$ cat src/rtl/boost_shadow_tracker.sv
// Boosted/sequential register-copy tracker: one SeqPtr and one BoostValid bit per
// architectural register, flipped on commit and discarded on squash or exception.

module boost_shadow_cell (
    input  logic Phi1,
    input  logic Reset_b,
    input  logic sq,
    input  logic cm,
    input  logic bw,
    output logic seqPtr,
    output logic boostValid,
    output logic nextValid
);
    // Squash and commit both empty the boosted copy; otherwise a boosted write fills it.
    assign nextValid = ~sq & ~cm & (boostValid | bw);

    always_ff @(posedge Phi1 or negedge Reset_b) begin
        if (!Reset_b) begin
            seqPtr     <= 1'b0;
            boostValid <= 1'b0;
        end else begin
            boostValid <= nextValid;
            if (cm)
                seqPtr <= seqPtr ^ (boostValid | bw);
        end
    end
endmodule

module boost_shadow_tracker #(
    parameter int NREGS = 32,
    parameter int RIDX  = 5
) (
    input  logic            Phi1,
    input  logic            Reset_b,
    input  logic            Stall_s1,
    input  logic            Except_s1w,
    input  logic            Commit_s1e,
    input  logic            Squash_s1e,
    input  logic            AWrValid_w,
    input  logic            ABoost_w,
    input  logic [RIDX-1:0] AWrIdx_w,
    input  logic            BWrValid_w,
    input  logic            BBoost_w,
    input  logic [RIDX-1:0] BWrIdx_w,
    output logic            ASeqPtr_v1e,
    output logic            BSeqPtr_v1e,
    input  logic [RIDX-1:0] RdIdx0_r,
    input  logic [RIDX-1:0] RdIdx1_r,
    input  logic            RdBoost0_r,
    input  logic            RdBoost1_r,
    output logic            RdSel0_r,
    output logic            RdSel1_r,
    output logic [RIDX:0]   BoostCnt,
    output logic            BoostAny
);
    logic [NREGS-1:0] seqPtr, boostValid, nextValid, bw;
    logic [RIDX:0]    nextCnt;
    logic             sq, cm;

    // Exception overrides stall; squash beats commit.
    assign sq = (Squash_s1e & ~Stall_s1) | Except_s1w;
    assign cm = Commit_s1e & ~Stall_s1 & ~sq;

    for (genvar r = 0; r < NREGS; r++) begin : gReg
        assign bw[r] = (AWrValid_w & ABoost_w & (AWrIdx_w == RIDX'(r))) |
                       (BWrValid_w & BBoost_w & (BWrIdx_w == RIDX'(r)));

        boost_shadow_cell uCell (
            .Phi1       (Phi1),
            .Reset_b    (Reset_b),
            .sq         (sq),
            .cm         (cm),
            .bw         (bw[r]),
            .seqPtr     (seqPtr[r]),
            .boostValid (boostValid[r]),
            .nextValid  (nextValid[r])
        );
    end

    assign ASeqPtr_v1e = seqPtr[AWrIdx_w];
    assign BSeqPtr_v1e = seqPtr[BWrIdx_w];
    // Same-cycle boosted writes are deliberately not forwarded to the read selects.
    assign RdSel0_r = seqPtr[RdIdx0_r] ^ (RdBoost0_r & boostValid[RdIdx0_r]);
    assign RdSel1_r = seqPtr[RdIdx1_r] ^ (RdBoost1_r & boostValid[RdIdx1_r]);

    always_comb begin
        nextCnt = '0;
        for (int i = 0; i < NREGS; i++)
            nextCnt = nextCnt + {{RIDX{1'b0}}, nextValid[i]};
    end

    always_ff @(posedge Phi1 or negedge Reset_b) begin
        if (!Reset_b)
            BoostCnt <= '0;
        else
            BoostCnt <= nextCnt;
    end

    assign BoostAny = |BoostCnt;
endmodule

$ cat config.mk
export PLATFORM = sky130hd
export DESIGN_NAME = boost_shadow_tracker
export DESIGN_NICKNAME = d
export VERILOG_FILES = /design/src/rtl/boost_shadow_tracker.sv
export SDC_FILE = /design/constraint.sdc
export NUM_CORES = 1
export LEC_CHECK = 0
export ABC_AREA = 1
export ABC_CLOCK_PERIOD_IN_PS = 4200
export CAP_MARGIN = 20
export CORE_UTILIZATION = 40
export DETAILED_ROUTE_END_ITERATION = 8
export PLACE_DENSITY = 0.59
export SLEW_MARGIN = 10
export SYNTH_ARGS = -nofsm -noshare
export SYNTH_HDL_FRONTEND = slang
export SYNTH_SLANG_ARGS = --single-unit
export TNS_END_PERCENT = 30
$ cat constraint.sdc
create_clock -name Phi1 -period 4.2 [get_ports Phi1]
set_input_delay 0.84 -clock Phi1 [delete_from_list [all_inputs] [get_ports Phi1]]
set_output_delay 0.84 -clock Phi1 [all_outputs]
set_load 0.05 [all_outputs]
# Word-level counts from Yosys, hierarchy flattened
# Cells that the tools add are included.
# word_totals
inputBits,32
register_bits,70
# classes
n_eq_ne,62
n_reduce_logical,3
bitwise_logic,206
order_cmp,4
addsub,31
mux,12
# op_table
operator,count
5-bit == test (second input constant),32
6-bit by 1-bit adder with 6-bit output,26
1-bit bitwise AND,104
5-bit by 4-bit == test with 1-bit output (second input constant),16
1-bit OR,65
5-bit by 3-bit == test with 1-bit output (second input constant),8
1-bit bitwise XOR,34
1-bit binary-select mux with 5-bit select,6
5-bit by 6-bit < comparator with 1-bit output (second input constant),4
5-bit by 2-bit == test with 1-bit output (second input constant),4
5-bit by 1-bit == test with 1-bit output (second input constant),2
5-bit logical NOT,2
5-bit by 1-bit adder with 6-bit output,1
1-bit two-way mux,6
6-bit OR reduction,1
4-bit by 1-bit adder with 5-bit output,1
3-bit by 1-bit adder with 4-bit output,1
2-bit by 1-bit adder with 3-bit output,1
1-bit inverter,3
1-bit by 1-bit adder with 2-bit output,1

# Longest topological paths before layout
# Gate-level depths: netlist (run 1).
# depth
depth_word,39
depth_mapped,26

# Hierarchy
# Synthesis (run 1) repeated with hierarchy kept, for this count alone.
# hier_totals
cells_unflattened,997
area_unflattened_um2,6339.8
# modules_own_cells
module,seq_area_each_um2,area_per_inst_um2,cells_per_inst,n_inst
boost_shadow_tracker,150.1,3417.0,613,1
boost_shadow_cell,50.0,91.3,12,32

# Worst setup path after synthesis (run 1)
# Ideal clock, no wire load.
# synth_path
path_kind,in2reg
startpoint,in BWrValid_w
endpoint,reg BoostCnt[4]
path_slack_ns,-1.335
t_arrival_ns,5.414
required_ns,4.079
cell_stages,18
path_buffers,1
cell_sequence,nand2_1 -> nor2_2 -> buf_2 -> a21oi_1 -> nand2_1 -> nand2_1 -> fa_1 -> inv_1 -> fa_1 -> fa_1 -> fa_1 -> fa_1 -> fa_1 -> ha_1 -> inv_1 -> fa_1 -> o21a_1 -> xor2_1
# synth_between
elab_chain_len,36
# synth_lines
element,line,rtl
start: declaration,42,"input logic BWrValid_w,"
1-bit bitwise AND *,66,(BWrValid_w & BBoost_w & (BWrIdx_w == RIDX'(r)));
1-bit bitwise AND,66,
1-bit OR,65,assign bw[r] = (AWrValid_w & ABoost_w & (AWrIdx_w == RIDX'(r))) |
1-bit OR,15,assign nextValid = ~sq & ~cm & (boostValid | bw);
1-bit bitwise AND,15,
1-bit by 1-bit adder with 2-bit output,89,"nextCnt = nextCnt + {{RIDX{1'b0}}, nextValid[i]};"
2-bit by 1-bit adder with 3-bit output,89,
3-bit by 1-bit adder with 4-bit output,89,
4-bit by 1-bit adder with 5-bit output,89,
5-bit by 1-bit adder with 6-bit output,89,
6-bit by 1-bit adder with 6-bit output (25 in a row),89,
6-bit by 1-bit adder with 6-bit output *,89,
net nextCnt[4],57,logic [RIDX:0] nextCnt;
end signal: assignment,96,BoostCnt <= nextCnt;
end: declaration,53,"output logic [RIDX:0] BoostCnt,"
# The timed path passes the listed nets; every way through them passes the cells marked *.
# A chain may end at the register's enable or synchronous reset.

# Worst setup path in the final report (run 1)
# layout_path
startpoint,in AWrValid_w
endpoint,reg BoostCnt[4]
# layout_rtl
element,line,rtl
start: declaration,39,"input logic AWrValid_w,"
1-bit bitwise AND (2 in a row),65,
1-bit OR,65,
1-bit OR,15,
1-bit bitwise AND,15,
net gReg[15].uCell.nextValid,12,output logic nextValid
6-bit by 1-bit adder with 6-bit output (17 in a row),89,
net nextCnt[4],57,
# The timed path passes the listed nets, and every way through them passes these cells.

==> impl_metrics.csv, run 1 <==
group,metric,value,unit
run_status,status,"complete, but fails checks",
run_status,failed_checks,"negative setup slack",
setup_path,cp-start-kind,"input port",
clocking,cts_hold_buffers,0,
layout,ff_latch_area,1752,µm²
floorplanning,initial_core_util,40.86,%
sta,maxSlewHeadroom,66.15,%
drt,routed_wl,20.80,mm
setup_path,r2r.worst_path.cells,17,
yosys,synth_seq_area_share,29.50,%
place,place_congestion,0.9583,
setup_path,r2r_slack,-590,ps
setup_path,crit_path_end,"BoostCnt[4]$_DFF_PN0_",
layout,fill_cells,1422,
floorplanning,dieArea,15340,µm²
layout,post-route-util,54.35,%
yosys,synthCells,876,
floorplanning,ios,43,
setup_path,cp-end-kind,"flop",
clocking,numCtsBuffers,9,
setup_path,cp_data_arrival_time,5930,ps
clocking,cts_tree,"built",
worst_hold_path,min_path_type,"in -> async",
sta,setup_tns,-8054,ps
yosys,synth.distinct_cells,26,
setup_path,cp_cell_sequence,"clkdlybuf4s50_1, nand2_2, nor2_4, buf_4, nand2_1, nand2_1, nand2_1, inv_1, fa_1, inv_1, fa_1, inv_1, fa_1, fa_2, fa_1, fa_1, ha_2, inv_1, fa_2, o21a_1, xor2_1",
yosys,ys_warn_count,0,
sta,hold_viol_final,0,
setup_path,crit_required,4430,ps
sta,tightest_slew,506.1,ps
place,dp_hpwl,15.89,mm
global_route,antenna_found_initial,0,
sta,setup_violations,6,
yosys,ys_ff_latch,70,
sta,rsz0062_at_grt,"yes",
layout,diodes,0,
setup_path,crit_path_frequent_cell,"fa_1",
drt,drtIter0Drc,594,
drt,vias,6279,
sta,timing.fmax,175.3,MHz
floorplanning,coreArea,14530,µm²
setup_path,cp_slowest_stage_delay,550,ps
layout,layout.nets,1101,
setup_path,r2r_start,"gReg[11].uCell.boostValid$_DFF_PN0_",
global_route,grt_max_degree,34,
sta,fin_crit,5705,ps
clocking,clock_path_buffers,2,
place,port_buffers,42,
floorplanning,die_w,123.8,µm
yosys,syn_nets,939,
drt,wl_per_cell,16.95,µm
clocking,cts_root_buf,"clkbuf_16",
setup_path,r2r-end,"BoostCnt[4]$_DFF_PN0_",
sta,timing.final.ws_setup,-1505,ps
sta,finalClockSkew,6.294,ps
drt,via_per_inst,5.117,
place,pre_cts_ws,-2022,ps
setup_path,path_max_fanout,8,
pwr,power_density,271.0,nW/µm²
layout,synthToLayoutAreaGrowth,33.02,%
job,cap_violations,0,
sta,timing.final.max_slew_violations,0,
drt,route.detailed.drc,0,
layout,drive_above_1_share,20.23,%
yosys,synth_area,5938,µm²
global_route,grt_pass1_wl,31.91,mm
setup_path,crit_path_top_delay_cell,"fa_2",
clocking,cts.clk_slew.worst_paths,60,ps
global_route,grt_usage,28.56,%
clocking,htreeDepth,3,
clocking,clkLatencyLatePin,340,ps
floorplanning,die_h,123.8,µm
drt,drt_pass1_iterations,5,
floorplanning,rows,44,
global_route,grt_pass1_vias,5888,
pwr,leakage,4.508,nW
sta,finalCritPeriodShare,135.8,%
clocking,cts.sinks,70,
setup_path,cp-startpoint,"AWrValid_w",
yosys,avgSynthCellArea,6.779,µm²
drt,ant_nets,0,
global_route,grt_overflow_total,0,
pwr,ir_worst_vdd,0.1777,mV
layout,multi_input_area,3470,µm²
setup_path,path_class,"in -> reg",
## where the power goes
part	total (mW)	leakage (nW)	internal, mW	switching [mW]
Clock	0.926	0.176	0.614	0.312
Combinational	0.477	3.51	0.188	0.289
Sequential	0.738	0.822	0.703	0.0345
## through the flow
| step | cells | area, µm² | power, mW | hold WS (ps) |
|---|---|---|---|---|
| 2_1_floorplan | 876 | 5993 | 1.015 | 544.4 |
| 3_3_place_gp | 1195 | 7328 | 1.201 | 595.6 |
| 3_5_place_dp | 1196 | 7348 | 1.206 | 603.7 |
| 4_1_cts | 1219 | 7800 | 2.135 | 445.2 |
| 5_1_grt | 1227 | 7899 | 2.227 | 456.9 |
| 6_report | 1227 | 7899 | 2.141 | 442.8 |
## layer usage
metal  vias up  routed length (µm)  global-route usage, %
li1       3071                   -                      -
met1      2907                8933                  37.85
met2       252                9386                  43.85
met3        49                1642                  6.822
met4         0                 838                  13.25
met5         -                   0                      0
## cells in the final DEF, fill, tap and decap left out, types with 3 or more instances in the layout
| cell | synthesis | final |
|---|---|---|
| buf_6 | 12 | 3 |
| buf_2 | 18 | 4 |
| bufinv_16 | 0 | 3 |
| inv_2 | 0 | 4 |
| o21ai_0 | 17 | 16 |
| nor2_1 | 54 | 43 |
| nand3_1 | 111 | 111 |
| buf_12 | 0 | 6 |
| nor2_4 | 2 | 4 |
| fa_2 | 0 | 3 |
| fa_1 | 24 | 21 |
| clkbuf_16 | 0 | 9 |
| nor2_2 | 2 | 11 |
| nand2_2 | 0 | 5 |
| nand2_1 | 314 | 308 |
| o22ai_1 | 32 | 32 |
| buf_4 | 6 | 141 |
| xor2_1 | 34 | 34 |
| ha_1 | 7 | 6 |
| dlygate4sd2_1 | 0 | 8 |
| inv_6 | 2 | 3 |
| dfrtp_1 | 70 | 70 |
| inv_1 | 122 | 118 |
| clkdlybuf4s50_1 | 0 | 27 |
| a21oi_2 | 0 | 4 |
| a21oi_1 | 37 | 33 |
## cells in the mapped netlist, drive strengths merged
cell type | number | area [µm²]
xnor2 | 1 | 8.760
ha | 7 | 87.58
a21oi | 37 | 185.2
nand3 | 112 | 565.5
dfrtp | 70 | 1752
nand2 | 314 | 1179
clkbuf | 4 | 55.05
fa | 24 | 480.5
o21a | 1 | 7.510
nor2 | 58 | 237.7
buf | 36 | 270.3
o21ai | 17 | 85.08
nor4 | 2 | 27.53
a31oi | 1 | 6.260
o22ai | 32 | 200.2
inv | 126 | 493.0
xor2 | 34 | 297.8
## how the worst min path moves through the flow
| stage | start | to | depth (start not counted) |
|---|---|---|---|
| after floorplan | Reset_b | BoostCnt[0]$_DFF_PN0_ | 0 |
| after detailed placement | gReg[31].uCell.seqPtr$_DFFE_PN0P_ | gReg[31].uCell.seqPtr$_DFFE_PN0P_ | 2 |
| after CTS | Reset_b | gReg[6].uCell.boostValid$_DFF_PN0_ | 1 |
| after global routing | Reset_b | gReg[6].uCell.boostValid$_DFF_PN0_ | 1 |
| after global placement | gReg[28].uCell.seqPtr$_DFFE_PN0P_ | gReg[28].uCell.seqPtr$_DFFE_PN0P_ | 2 |
| final | Reset_b | gReg[6].uCell.boostValid$_DFF_PN0_ | 1 |
## cell families after synthesis
family          Yosys count  synth area share [%]
compound gates           88                 8.154
simple gates            486                 33.84
flops                    70                 29.50
xor+xnor                 35                 5.162
fa+ha+maj                31                 9.566
buf+inv                 166                 13.78
## timing repair
| action | in CTS | in global routing |
|---|---|---|
| pin swaps | 8 | 6 |
| setup buffers | 7 | 7 |
| setup endpoints to repair | 6 | 6 |
| cloned | 0 | 1 |
| endpoints found under the hold margin | 0 | 0 |
| resized for setup | 26 | 14 |
## critical path: cells and delay by family
family	cells	cell delay, ps
fa+ha+maj	8	3230
xor+xnor	1	130
simple gates	5	580
buf+inv	6	940
compound gates	1	190
## state kept, by name, indices dropped and copies added (netlist names)
| register | count |
|---|---|
| gReg.uCell.seqPtr | 32 |
| BoostCnt | 6 |
| gReg.uCell.boostValid | 32 |
## area by class of cell
cell class | instances | share of cell area, %
Multi-Input combinational cell | 640 | 43.93
Clock buffer | 11 | 3.200
Sequential cell | 70 | 22.18
Clock inverter | 5 | 1.315
Tap cell | 184 | 2.915
Timing Repair Buffer | 191 | 20.23
Inverter | 126 | 6.241
Note: power is estimated with default switching activity, not from simulation.
==> run 2: changes to the inputs <==
CORE_UTILIZATION = 35   (was 40)
PLACE_DENSITY = 0.53   (was 0.59)
==> run 2 against run 1 <==
Against the previous run:
- the run still ends with negative setup slack left
- sequential power hardly changed
- final cell count is 2.0% higher
- via count is 2.6% lower
- hold slack better by 77 ps
- final area is 1.1% lower
- core utilization is 7.3 points lower
- critical path depth is 3 lower
==> impl_metrics.csv, run 2 (same netlist as run 1, synthesis figures left out) <==
group,metric,value,unit
drt,route.detailed.drc,0,
floorplanning,die_h,132.3,µm
drt,drt-met1-wl,9.785,mm
drt,ant_nets,0,
place,place_congestion,0.9371,
pwr,power_density,246.2,nW/µm²
clocking,clkLatencyLatePin,340,ps
global_route,grt_pass1_vias,5987,
layout,layout.nets,1090,
floorplanning,die_w,132.3,µm
pwr,leakage,4.389,nW
sta,timing.final.ws_setup,-1460,ps
drt,wl_per_cell,16.77,µm
setup_path,cp-start-kind,"input port",
sta,holdWs,519.7,ps
pwr,power.total,1.923,mW
layout,drive_above_1_share,19.88,%
layout,diodes,0,
layout,final_cell_count_no_fill,1251,
drt,drtIter0Drc,470,
place,dp_cells,1229,
clocking,numCtsBuffers,9,
place,port_buffers,42,
drt,dr_wl_met2,9.760,mm
sta,finalCritPeriodShare,134.8,%
drt,drt_pass1_iterations,5,
setup_path,r2r.worst_path.cells,14,
place,dp_hpwl,16.63,mm
layout,largestRegisters,"gReg.uCell.boostValid x32, gReg.uCell.seqPtr x32, BoostCnt x6",
run_status,status,"complete, but fails checks",
global_route,antenna_found_initial,0,
sta,setup_tns,-7599,ps
pwr,ir_worst_vdd,0.1320,mV
clocking,cts.clk_slew.worst_paths,50,ps
clocking,cts_root_buf,"clkbuf_16",
sta,fin_crit,5660,ps
clocking,cts_tree,"built",
clocking,clock_path_buffers,2,
clocking,htreeDepth,3,
layout,layout_commonest_cell,"nand2_1",
floorplanning,initial_core_util,35.81,%
floorplanning,rows,47,
sta,maxSlewHeadroom,58.39,%
layout,most-common-layout-cells,"302 x nand2_1, 133 x buf_4, 114 x inv_1, 111 x nand3_1, 70 x dfrtp_1",
setup_path,cp_data_arrival_time,5880,ps
global_route,grt_pass1_wl,33.57,mm
floorplanning,dieArea,17490,µm²
sta,timing.fmax,176.7,MHz
sta,finalClockSkew,5.808,ps
worst_hold_path,min_path_type,"in -> async",
setup_path,cp-end-kind,"flop",
clocking,cts_hold_buffers,0,
floorplanning,coreArea,16580,µm²
sta,setup_violations,6,
setup_path,path_max_fanout,5,
global_route,grt_usage,25.39,%
drt,vias,6115,
layout,post-route-util,47.10,%
drt,via_per_inst,4.888,
setup_path,path_class,"in -> reg",
job,cap_violations,0,
floorplanning,ios,43,
run_status,failed_checks,"negative setup slack",
clocking,cts.sinks,70,
sta,hold_viol_final,0,
global_route,grt_max_degree,45,
drt,highest_layer,"met4",
sta,timing.final.max_slew_violations,0,
drt,dr_wl_met3,1.018,mm
global_route,grt_overflow_total,0,
sta,tightest_slew,624.2,ps
sta,rsz0062_at_grt,"yes",
layout,synthToLayoutAreaGrowth,31.52,%
drt,routed_wl,20.98,mm
setup_path,crit_required,4420,ps
[run 2: final timing paths]
kind	from	end	slack, ps
setup / recovery	ABoost_w	BoostCnt[4]$_DFF_PN0_	-1460
hold / removal	Reset_b	gReg[28].uCell.boostValid$_DFF_PN0_	520
setup reg to reg	gReg[0].uCell.boostValid$_DFF_PN0_	BoostCnt[4]$_DFF_PN0_	-610
hold reg to reg	gReg[29].uCell.seqPtr$_DFFE_PN0P_	gReg[29].uCell.seqPtr$_DFFE_PN0P_	630
max in group asynchronous	Reset_b	gReg[5].uCell.boostValid$_DFF_PN0_	2650
min in group Phi1	gReg[29].uCell.seqPtr$_DFFE_PN0P_	gReg[29].uCell.seqPtr$_DFFE_PN0P_	630
[run 2: worst max-delay path, stage by stage]
cell and delay [ps]:
clkdlybuf4s50_1 470, nand2_2 90, nor2_4 210, buf_12 150, nand2_2 60, a21oi_2 150
buf_4 130, fa_1 410, fa_2 550, fa_1 440, fa_2 550, fa_1 420
fa_1 510, ha_2 180, inv_1 50, fa_2 340, o21a_1 180, xor2_1 140
[run 2: through the flow]
step / area [µm²] / setup WS, ps
floorplan: 5993 / -1184
global placement: 7371 / -1971
finish: 7810 / -1460
CTS: 7772 / -1410
detailed placement: 7371 / -2045
global route: 7810 / -1642
[run 2: timing repair]
| action | in CTS | in global routing |
|---|---|---|
| setup buffers | 6 | 1 |
| endpoints found under the setup margin | 6 | 6 |
| gates cloned | 0 | 0 |
| pin swaps | 13 | 3 |
| resized for setup | 38 | 13 |
[run 2: metal layers]
metal / global-route usage [%] / up-vias
li1: - / 3045
met4: 7.535 / 0
met2: 41.15 / 179
met5: 0 / -
met3: 3.422 / 24
met1: 35.22 / 2867
[run 2: area by class of cell]
cell class                      count  area, µm²
Clock inverter                      1      5.005
Tap cell                          220      275.3
Clock buffer                       14      264.0
Timing Repair Buffer              180       1531
Fill cell                        1738       8773
Multi-Input combinational cell    640       3490
Sequential cell                    70       1752
Inverter                          126      493.0
[run 2: power breakdown]
part / internal [mW] / leakage, nW / switching (mW) / total [mW]
registers: 0.704 / 0.822 / 0.0344 / 0.738
logic: 0.186 / 3.43 / 0.289 / 0.475
clock network: 0.428 / 0.133 / 0.281 / 0.709
